==> src/rtl/approx_mul_sched_pkg.sv <==
// approx_mul_pkg: shared widths and pipeline entry types for approx_mul_sched.
package approx_mul_pkg;
    localparam int OP_W = 8;
    localparam int RES_W = 16;
    localparam int MASK_W = 6;
    localparam int CNT_W = 16;

    typedef struct packed {
        logic              id;
        logic [OP_W-1:0]   a;
        logic [OP_W-1:0]   b;
        logic [MASK_W-1:0] mask;
    } s1_t;

    typedef struct packed {
        logic             id;
        logic [RES_W-1:0] r;
        logic [RES_W-1:0] exact;
        logic             err;
    } s2_t;
endpackage

==> src/rtl/approx_mul_sched_if.sv <==
// approx_mul_sched_if: request/response/statistics bundle of approx_mul_sched.
interface approx_mul_sched_if;
    import approx_mul_pkg::*;
    logic [1:0]        req_valid;
    logic [1:0]        req_ready;
    logic [OP_W-1:0]   req_a0, req_a1, req_b0, req_b1;
    logic [MASK_W-1:0] req_mask0, req_mask1;
    logic              rsp_valid, rsp_ready, rsp_id, rsp_err;
    logic [RES_W-1:0]  rsp_r, rsp_exact;
    logic              stats_clr;
    logic [CNT_W-1:0]  tx_cnt, err_cnt;

    modport master (
        output req_valid, req_a0, req_a1, req_b0, req_b1, req_mask0, req_mask1, rsp_ready, stats_clr,
        input  req_ready, rsp_valid, rsp_id, rsp_r, rsp_exact, rsp_err, tx_cnt, err_cnt
    );
    modport slave (
        input  req_valid, req_a0, req_a1, req_b0, req_b1, req_mask0, req_mask1, rsp_ready, stats_clr,
        output req_ready, rsp_valid, rsp_id, rsp_r, rsp_exact, rsp_err, tx_cnt, err_cnt
    );
endinterface

==> src/rtl/approx_mul_sched_arb.sv <==
// rr_arb2: 2-way round-robin arbiter; a tie goes to the requester that did not win last.
module rr_arb2 (
    input  logic       clk,
    input  logic       rst_n,
    input  logic [1:0] req,
    input  logic       accept,
    output logic [1:0] grant
);
    logic last_grant;

    assign grant = req == 2'b11 ? (last_grant ? 2'b01 : 2'b10) : req;

    always_ff @(posedge clk or negedge rst_n)
        if (!rst_n) last_grant <= 1'b1;
        else if (accept) last_grant <= grant[1];
endmodule

==> src/rtl/approx_mul_sched_mul.sv <==
// unsigned_int_mul: array multiplier whose result columns below MASK_W are dropped
// wherever the matching Conf_Bit_Mask bit is 0.
module unsigned_int_mul
    import approx_mul_pkg::*;
(
    input  logic [OP_W-1:0]   a,
    input  logic [OP_W-1:0]   b,
    input  logic [MASK_W-1:0] mask,
    output logic [RES_W-1:0]  r
);
    logic [RES_W-1:0] keep;

    assign keep = {{(RES_W-MASK_W){1'b1}}, mask};

    always_comb begin
        r = '0;
        for (int i = 0; i < OP_W; i++)
            r = r + ((RES_W'(b & {OP_W{a[i]}}) << i) & keep);
    end
endmodule

==> src/rtl/approx_mul_sched.sv <==
// approx_mul_sched: two requesters share one approximate multiplier through a
// round-robin arbiter and a two-stage pipeline with response backpressure and statistics.
module approx_mul_sched
    import approx_mul_pkg::*;
(
    input logic               clk,
    input logic               rst_n,
    approx_mul_sched_if.slave bus
);
    s1_t              s1, s1_in;
    s2_t              s2;
    logic             s1_v, s2_v, s2_load, accept_ok, accept, hs;
    logic [1:0]       grant;
    logic [RES_W-1:0] r, exact;
    logic [CNT_W-1:0] tx, errs;

    rr_arb2 u_arb (.clk(clk), .rst_n(rst_n), .req(bus.req_valid), .accept(accept), .grant(grant));

    assign s2_load = s1_v && (!s2_v || bus.rsp_ready);
    assign accept_ok = !s1_v || s2_load;
    // rst_n gates ready so nothing looks acceptable while the block is held in reset
    assign bus.req_ready = grant & {2{accept_ok && rst_n}};
    assign accept = |(bus.req_valid & bus.req_ready);
    assign s1_in = grant[1] ? '{1'b1, bus.req_a1, bus.req_b1, bus.req_mask1}
                            : '{1'b0, bus.req_a0, bus.req_b0, bus.req_mask0};
    assign hs = s2_v && bus.rsp_ready;

    unsigned_int_mul u_mul (.a(s1.a), .b(s1.b), .mask(s1.mask), .r(r));

    assign exact = RES_W'(s1.a) * RES_W'(s1.b);

    always_ff @(posedge clk or negedge rst_n) begin
        if (!rst_n) begin
            s1   <= '0;
            s2   <= '0;
            s1_v <= 1'b0;
            s2_v <= 1'b0;
            tx   <= '0;
            errs <= '0;
        end else begin
            if (accept) s1 <= s1_in;
            s1_v <= accept || (s1_v && !s2_load);
            if (s2_load) s2 <= '{s1.id, r, exact, r != exact};
            s2_v <= s2_load || (s2_v && !bus.rsp_ready);
            tx   <= bus.stats_clr ? '0 : tx + CNT_W'(hs && tx != '1);
            errs <= bus.stats_clr ? '0 : errs + CNT_W'(hs && s2.err && errs != '1);
        end
    end

    assign bus.rsp_valid = s2_v;
    assign bus.rsp_id    = s2.id;
    assign bus.rsp_r     = s2.r;
    assign bus.rsp_exact = s2.exact;
    assign bus.rsp_err   = s2.err;
    assign bus.tx_cnt    = tx;
    assign bus.err_cnt   = errs;
endmodule

==> src/flat_wrapper.sv <==
// flat-port wrapper written by rule: the top's interface ports become plain ports
module approx_mul_sched_flat import approx_mul_pkg::*;
  (clk, rst_n, bus_req_valid, bus_req_a0, bus_req_a1, bus_req_b0, bus_req_b1, bus_req_mask0, bus_req_mask1, bus_rsp_ready, bus_stats_clr, bus_req_ready, bus_rsp_valid, bus_rsp_id, bus_rsp_r, bus_rsp_exact, bus_rsp_err, bus_tx_cnt, bus_err_cnt);
  approx_mul_sched_if bus_i ();
  input logic clk;
  input logic rst_n;
  input wire logic [$bits(bus_i.req_valid)-1:0] bus_req_valid;
  input wire logic [$bits(bus_i.req_a0)-1:0] bus_req_a0;
  input wire logic [$bits(bus_i.req_a1)-1:0] bus_req_a1;
  input wire logic [$bits(bus_i.req_b0)-1:0] bus_req_b0;
  input wire logic [$bits(bus_i.req_b1)-1:0] bus_req_b1;
  input wire logic [$bits(bus_i.req_mask0)-1:0] bus_req_mask0;
  input wire logic [$bits(bus_i.req_mask1)-1:0] bus_req_mask1;
  input wire logic [$bits(bus_i.rsp_ready)-1:0] bus_rsp_ready;
  input wire logic [$bits(bus_i.stats_clr)-1:0] bus_stats_clr;
  output wire logic [$bits(bus_i.req_ready)-1:0] bus_req_ready;
  output wire logic [$bits(bus_i.rsp_valid)-1:0] bus_rsp_valid;
  output wire logic [$bits(bus_i.rsp_id)-1:0] bus_rsp_id;
  output wire logic [$bits(bus_i.rsp_r)-1:0] bus_rsp_r;
  output wire logic [$bits(bus_i.rsp_exact)-1:0] bus_rsp_exact;
  output wire logic [$bits(bus_i.rsp_err)-1:0] bus_rsp_err;
  output wire logic [$bits(bus_i.tx_cnt)-1:0] bus_tx_cnt;
  output wire logic [$bits(bus_i.err_cnt)-1:0] bus_err_cnt;
  assign bus_i.req_valid = bus_req_valid;
  assign bus_i.req_a0 = bus_req_a0;
  assign bus_i.req_a1 = bus_req_a1;
  assign bus_i.req_b0 = bus_req_b0;
  assign bus_i.req_b1 = bus_req_b1;
  assign bus_i.req_mask0 = bus_req_mask0;
  assign bus_i.req_mask1 = bus_req_mask1;
  assign bus_i.rsp_ready = bus_rsp_ready;
  assign bus_i.stats_clr = bus_stats_clr;
  assign bus_req_ready = bus_i.req_ready;
  assign bus_rsp_valid = bus_i.rsp_valid;
  assign bus_rsp_id = bus_i.rsp_id;
  assign bus_rsp_r = bus_i.rsp_r;
  assign bus_rsp_exact = bus_i.rsp_exact;
  assign bus_rsp_err = bus_i.rsp_err;
  assign bus_tx_cnt = bus_i.tx_cnt;
  assign bus_err_cnt = bus_i.err_cnt;
  approx_mul_sched u_core (.clk(clk), .rst_n(rst_n), .bus(bus_i));
endmodule
==> config.mk <==
export PLATFORM = sky130hd
export DESIGN_NAME = approx_mul_sched_flat
export DESIGN_NICKNAME = d
export VERILOG_FILES = /design/src/rtl/approx_mul_sched_pkg.sv /design/src/rtl/approx_mul_sched_if.sv /design/src/rtl/approx_mul_sched_arb.sv /design/src/rtl/approx_mul_sched_mul.sv /design/src/rtl/approx_mul_sched.sv /design/src/flat_wrapper.sv
export SDC_FILE = /design/constraint.sdc
export NUM_CORES = 1
export LEC_CHECK = 0
export ABC_AREA = 1
export BUFFER_PORTS_ARGS = -buffer_cell sky130_fd_sc_hd__buf_2
export CAP_MARGIN = 10
export CORE_MARGIN = 8
export CORE_UTILIZATION = 54
export DETAILED_ROUTE_END_ITERATION = 12
export GPL_TIMING_DRIVEN = 0
export PLACE_DENSITY = 0.79
export SYNTH_ARGS = -nofsm -noshare
export SYNTH_HDL_FRONTEND = slang
export SYNTH_SLANG_ARGS = --single-unit
==> constraint.sdc <==
create_clock -name clk -period 4 [get_ports clk]
set_clock_uncertainty 0.05 [all_clocks]
set_input_delay 0.8 -clock clk [delete_from_list [all_inputs] [get_ports clk]]
set_output_delay 0.8 -clock clk [all_outputs]
set_load 0.05 [all_outputs]
* Yosys cells after proc, flatten, opt, wreduce, memory -nomap -nowiden
Index checks and enable logic that the tools add are counted.
** Operators by class
- Multipliers :: 1
- Eq/ne operators :: 4
- Bitwise gates (word level) :: 18
- Mux-type cells :: 5
- Add/subtract/negate cells :: 9
- Reductions and logical operators :: 17
** Operators by type and width (number)
- $add 16x16->16 :: 7
- $and 8x8->8 :: 8
- $add 16x1->16 :: 2
- $and 16x16->16 :: 2
- $mux 16 :: 2
- $ne 16x16->1 const B :: 2
- $mux 23 :: 1
- $and 10x16->16 :: 1
- $and 11x16->16 :: 1
- $and 12x16->16 :: 1
- $and 13x16->16 :: 1
- $and 14x16->16 :: 1
- $and 9x16->16 :: 1
- $mul 8x8->16 :: 1
- $ne 16x16->1 :: 1
- $logic_and 1x1->1 :: 8
- $and 2x2->2 :: 2
- $logic_not 1->1 :: 4
- $logic_or 1x1->1 :: 4
- $mux 2 :: 2
- $eq 2x2->1 const B :: 1
- $reduce_or 2->1 :: 1
** Word-level totals
- Bits of input ports :: 50
- Register bits :: 92

* Logic depth before layout (Yosys ltp)
- Depth after elaboration :: 10
- Mapped depth :: 26
- Mapped depth without buffers :: 25

* By module
A second synthesis with hierarchy kept.
** Unflattened totals
- Cell total of the unflattened synthesis :: 1221
- Area total of the unflattened synthesis :: 8951.1 µm²
** By module, submodules not included
- approx_mul_sched :: area an instance 6767.7 µm², cells each 909, seq. area each 2277.2 µm², instances 1
- unsigned_int_mul :: area an instance 2119.5 µm², cells each 303, seq. area each 0.0 µm², instances 1
- rr_arb2 :: area an instance 63.8 µm², cells each 9, seq. area each 26.3 µm², instances 1

* Least setup slack after synthesis
Ideal clock, no wire load.
- Kind :: register to register
- Start point :: reg u_core.s1[18] (netlist name)
- End point :: reg u_core.s2, in the netlist u_core.bus.rsp_err
- Path buffers :: 1
- Arrival :: 4039 ps
- Clock period less this slack :: 4210 ps
- Slack :: -210 ps
- Cell stages (with the launch flop) :: 24
- Cell sequence :: dfrtp_1 clkbuf_1 nand2_1 fa_1 inv_1 fa_1 fa_1 inv_1 fa_1 inv_1 ha_1 nand2_1 inv_1 nand3_1 nand2_1 nand2_1 nand2_1 nand2_1 nand2_1 inv_1 nand2_1 nand2_1 nor2_1 a21oi_1
** Between the ends
- Cells in the longest elaborated chain, start to end :: 7
- Elaborated cells between the ends (all ways) :: 8
- Classes of those cells :: 4 x add/sub; 1 x mul; 1 x eq/ne; 2 x bitwise
** RTL lines
- start, declared :: line approx_mul_sched.sv:10 : s1_t s1, s1_in;
- start signal, assigned :: line approx_mul_sched.sv:41 : if (accept) s1 <= s1_in;
- $and 8x8->8 :: line approx_mul_sched_mul.sv:18 : r = r + ((RES_W'(b & {OP_W{a[i]}}) << i) & keep);
- $and 12x16->16 :: line approx_mul_sched_mul.sv:18
- $add 16x16->16 (4 in series) :: line approx_mul_sched_mul.sv:18
- $ne 16x16->1 * :: line approx_mul_sched.sv:43 : if (s2_load) s2 <= '{s1.id, r, exact, r != exact};
- end signal, assigned :: line approx_mul_sched.sv:43
- end, declared :: line approx_mul_sched.sv:11 : s2_t s2;
Every way passes the cells marked *; elsewhere a longest branch is shown, timed or not.
A chain may end at the register's enable or synchronous reset.

* Worst setup path after layout
- Start point :: reg u_core.s1[11] (netlist name)
- End point :: reg u_core.s2, in the netlist u_core.bus.rsp_err
** Between the ends
- Cells in the longest elaborated chain, start to end :: 10
- Elaborated cells between the ends (all ways) :: 25
- Classes of those cells :: 7 x add/sub; 1 x mul; 1 x eq/ne; 16 x bitwise
** RTL lines (line)
- $and 8x8->8 :: approx_mul_sched_mul.sv:18
- $and 16x16->16 or $and 9x16->16 (tied branches) :: approx_mul_sched_mul.sv:18
- $add 16x16->16 (7 in series) :: approx_mul_sched_mul.sv:18
- $ne 16x16->1 * :: approx_mul_sched.sv:43
Marked as above.

==> qor.yml <==
outcome: "complete, but fails checks"
violations: "negative setup slack"
die_w_um: 141
dr.pass1.iters: 5
syn_area_per_cell_um2: 7.58
hold_viol_final: 0
rsz0062_at_grt: "yes"
rows: 45
synth_fp_nets: 1300
wire_per_inst_um: 15.7
relSlewSlack_pct: 62.5
hp-class: "primary input to asynchronous set/reset pin"
core_region_area_um2: 15200
finalCritPeriodShare_pct: 107
cp-end-kind: "register"
grt_max_degree: 72
fin_ws_ns: -0.286
ys_ff_latch: 92
clk_pin_slew_ns: 0.07
cts.sinks: 92
period_minus_slack_ns: 4.29
final_common_cell: "nand2_1"
yosysSeqAreaShare_pct: 27.4
diodes: 0
place_inst: 1418
fin_nets: 1459
crit_start: "u_core.s1[11]$_DFFE_PN0P_"
die_area_um2: 19800
antenna_found_initial: 0
gr-usage-met3_pct: 4.73
grt_pass1_wl_mm: 36.2
area_growth_pct: 24.9
setup_viol: 4
drive_gt1_share_pct: 26.8
crit_path_start_kind: "register"
grt_util_met1_pct: 29.7
wirelength_mm: 22.9
path_max_fanout: 7
synth_cell_types: 41
drt_iter0_markers: 685
place.gp.congestion: 0.894
synth_warnings: 0
syn_area_um2: 8420
clkLatencyLatePin_ns: 0.35
start_util_pct: 55.4
dp_hpwl_mm: 17.1
critPathArrivalTime_ns: 4.47
max-cap-violations: 0
r2r_start: "u_core.s1[11]$_DFFE_PN0P_"
grtUsageMet2_pct: 36.0
worst_slew_pin_slew_ns: 0.562
worstSetupPathType: "register to register"
h-tree-depth: 3
cts_buffer_depth: 2
ant_nets: 0
die_h_um: 141
vias: 7786
vias_per_cell: 5.32
grt_pass1_vias: 7536
io_pins: 119
grt_use_total_pct: 22.2
drc: 0
fmax_ghz: 0.233
cts_tree: "yes"
root_buffer: "clkbuf_16"
instances_no_fill: 1463
gr-total-overflow: 0
io_buffers: 118
postPlaceCellArea_um2: 9410
final_cell_mix: "nand2_1 (242), inv_1 (192), buf_2 (118)"
netlist_instances: 1111
final-max-slew-violation-count: 0
numCtsBuffers: 9
fin_area_um2: 10500
required_ns: 4.18
grt_busiest_layer: "met2"
[timing repair]
item,CTS,global route
setup endpoints to repair,12,14
hold buffers,0,0
pin swaps,23,58
gates resized for setup,47,130
setup buffers,17,9
cloned,2,1
[cells in the mapped netlist, drive strengths merged]
cell	count	area share (%)
a211oi	1	0.089
a21oi	23	1.5
a31oi	32	2.4
and2	1	0.074
and3	2	0.15
buf	18	1.4
clkbuf	18	0.80
clkinv	1	0.045
dfrtp	91	27
dfstp	1	0.31
fa	70	17
ha	69	10
inv	212	9.5
nand2	311	14
nand3	80	4.9
nand3b	4	0.36
nand4	5	0.37
nor2	99	4.8
nor3	20	1.4
nor3b	9	0.86
nor4	2	0.15
o21a	2	0.18
o21ai	27	1.7
o21bai	4	0.36
o22ai	1	0.074
or2	2	0.15
xnor2	2	0.21
xor2	4	0.42
[cell type report]
class / instances / area, um2
fill: 1160 / 4690
clock inverter: 5 / 62.6
clock buffer: 11 / 233
buffer: 36 / 308
timing repair buffer: 148 / 863
multi-input combinational: 770 / 5710
tap: 188 / 235
inverter: 213 / 805
sequential: 92 / 2300
[worst paths after layout]
check,depth (start not counted),endpoint,slack (ns)
hold reg to reg,2,u_core.bus.rsp_r[12]$_DFFE_PN0P_,0.43
setup / recovery,26,u_core.bus.rsp_err$_DFFE_PN0P_,-0.29
max in group asynchronous,2,u_core.u_arb.last_grant$_DFFE_PN1P_,2.91
setup reg to reg,26,u_core.bus.rsp_err$_DFFE_PN0P_,-0.29
hold / removal,1,u_core.s1[20]$_DFFE_PN0P_,0.30
min in group clk,2,u_core.bus.rsp_r[12]$_DFFE_PN0P_,0.43
[metal layers]
metal,vias up,share of wire [%]
li1,3770,-
met1,3697,44
met2,287,48
met3,32,6.5
met4,0,1.5
met5,-,0
[cells by family (layout without fill, tap and decap cells)]
| group | count (synthesis) | after routing | synth area share, % |
|---|---|---|---|
| simple gates | 535 | 535 | 27.1 |
| fa+ha+maj | 139 | 139 | 26.9 |
| xor+xnor | 6 | 6 | 0.624 |
| flops | 92 | 92 | 27.4 |
| compound gates | 90 | 90 | 6.32 |
| buf+inv | 249 | 413 | 11.7 |
[sequential cells by signal (all words and copies together), names as in the netlist]
name	flops
u_core.s1	23
u_core.bus.rsp_id	1
u_core.bus.rsp_r	16
u_core.bus.rsp_err	1
u_core.bus.err_cnt	16
u_core.s1_v	1
u_core.bus.tx_cnt	16
u_core.bus.rsp_valid	1
u_core.bus.rsp_exact	16
u_core.u_arb.last_grant	1
[stage by stage]
step / setup TNS (ns) / hold slack [ns] / utilization (%) / setup WS [ns]
after floorplan: 0 / 0.436 / - / 0.00483
after global placement: -1.12 / 0.405 / 61.7 / -0.404
after detailed placement: -1.83 / 0.412 / 61.9 / -0.479
after CTS: -0.298 / 0.304 / 65.9 / -0.235
after global routing: -2.18 / 0.323 / 69.2 / -0.449
final: -0.600 / 0.297 / 69.2 / -0.286
[worst max-delay path, stage by stage, from the launching register on]
cell and delay (ns):
dfrtp_1 0.35, buf_6 0.13, nand2_1 0.07, inv_2 0.07, nand2_1 0.07, fa_1 0.51
fa_1 0.54, inv_2 0.05, fa_1 0.49, ha_4 0.30, ha_4 0.13, inv_2 0.04
fa_2 0.36, inv_1 0.06, nand2_1 0.06, nand2_2 0.11, nand3_4 0.11, nand2_4 0.10
nand2_4 0.05, nand2_2 0.06, nand2_2 0.05, nand2_2 0.07, inv_2 0.04, nand2_2 0.05
nand2_2 0.05, nor2_2 0.12, a21oi_1 0.08
Power is not shown: default switching activity piles up to over one toggle a cycle in this logic, so the estimate is an artifact.
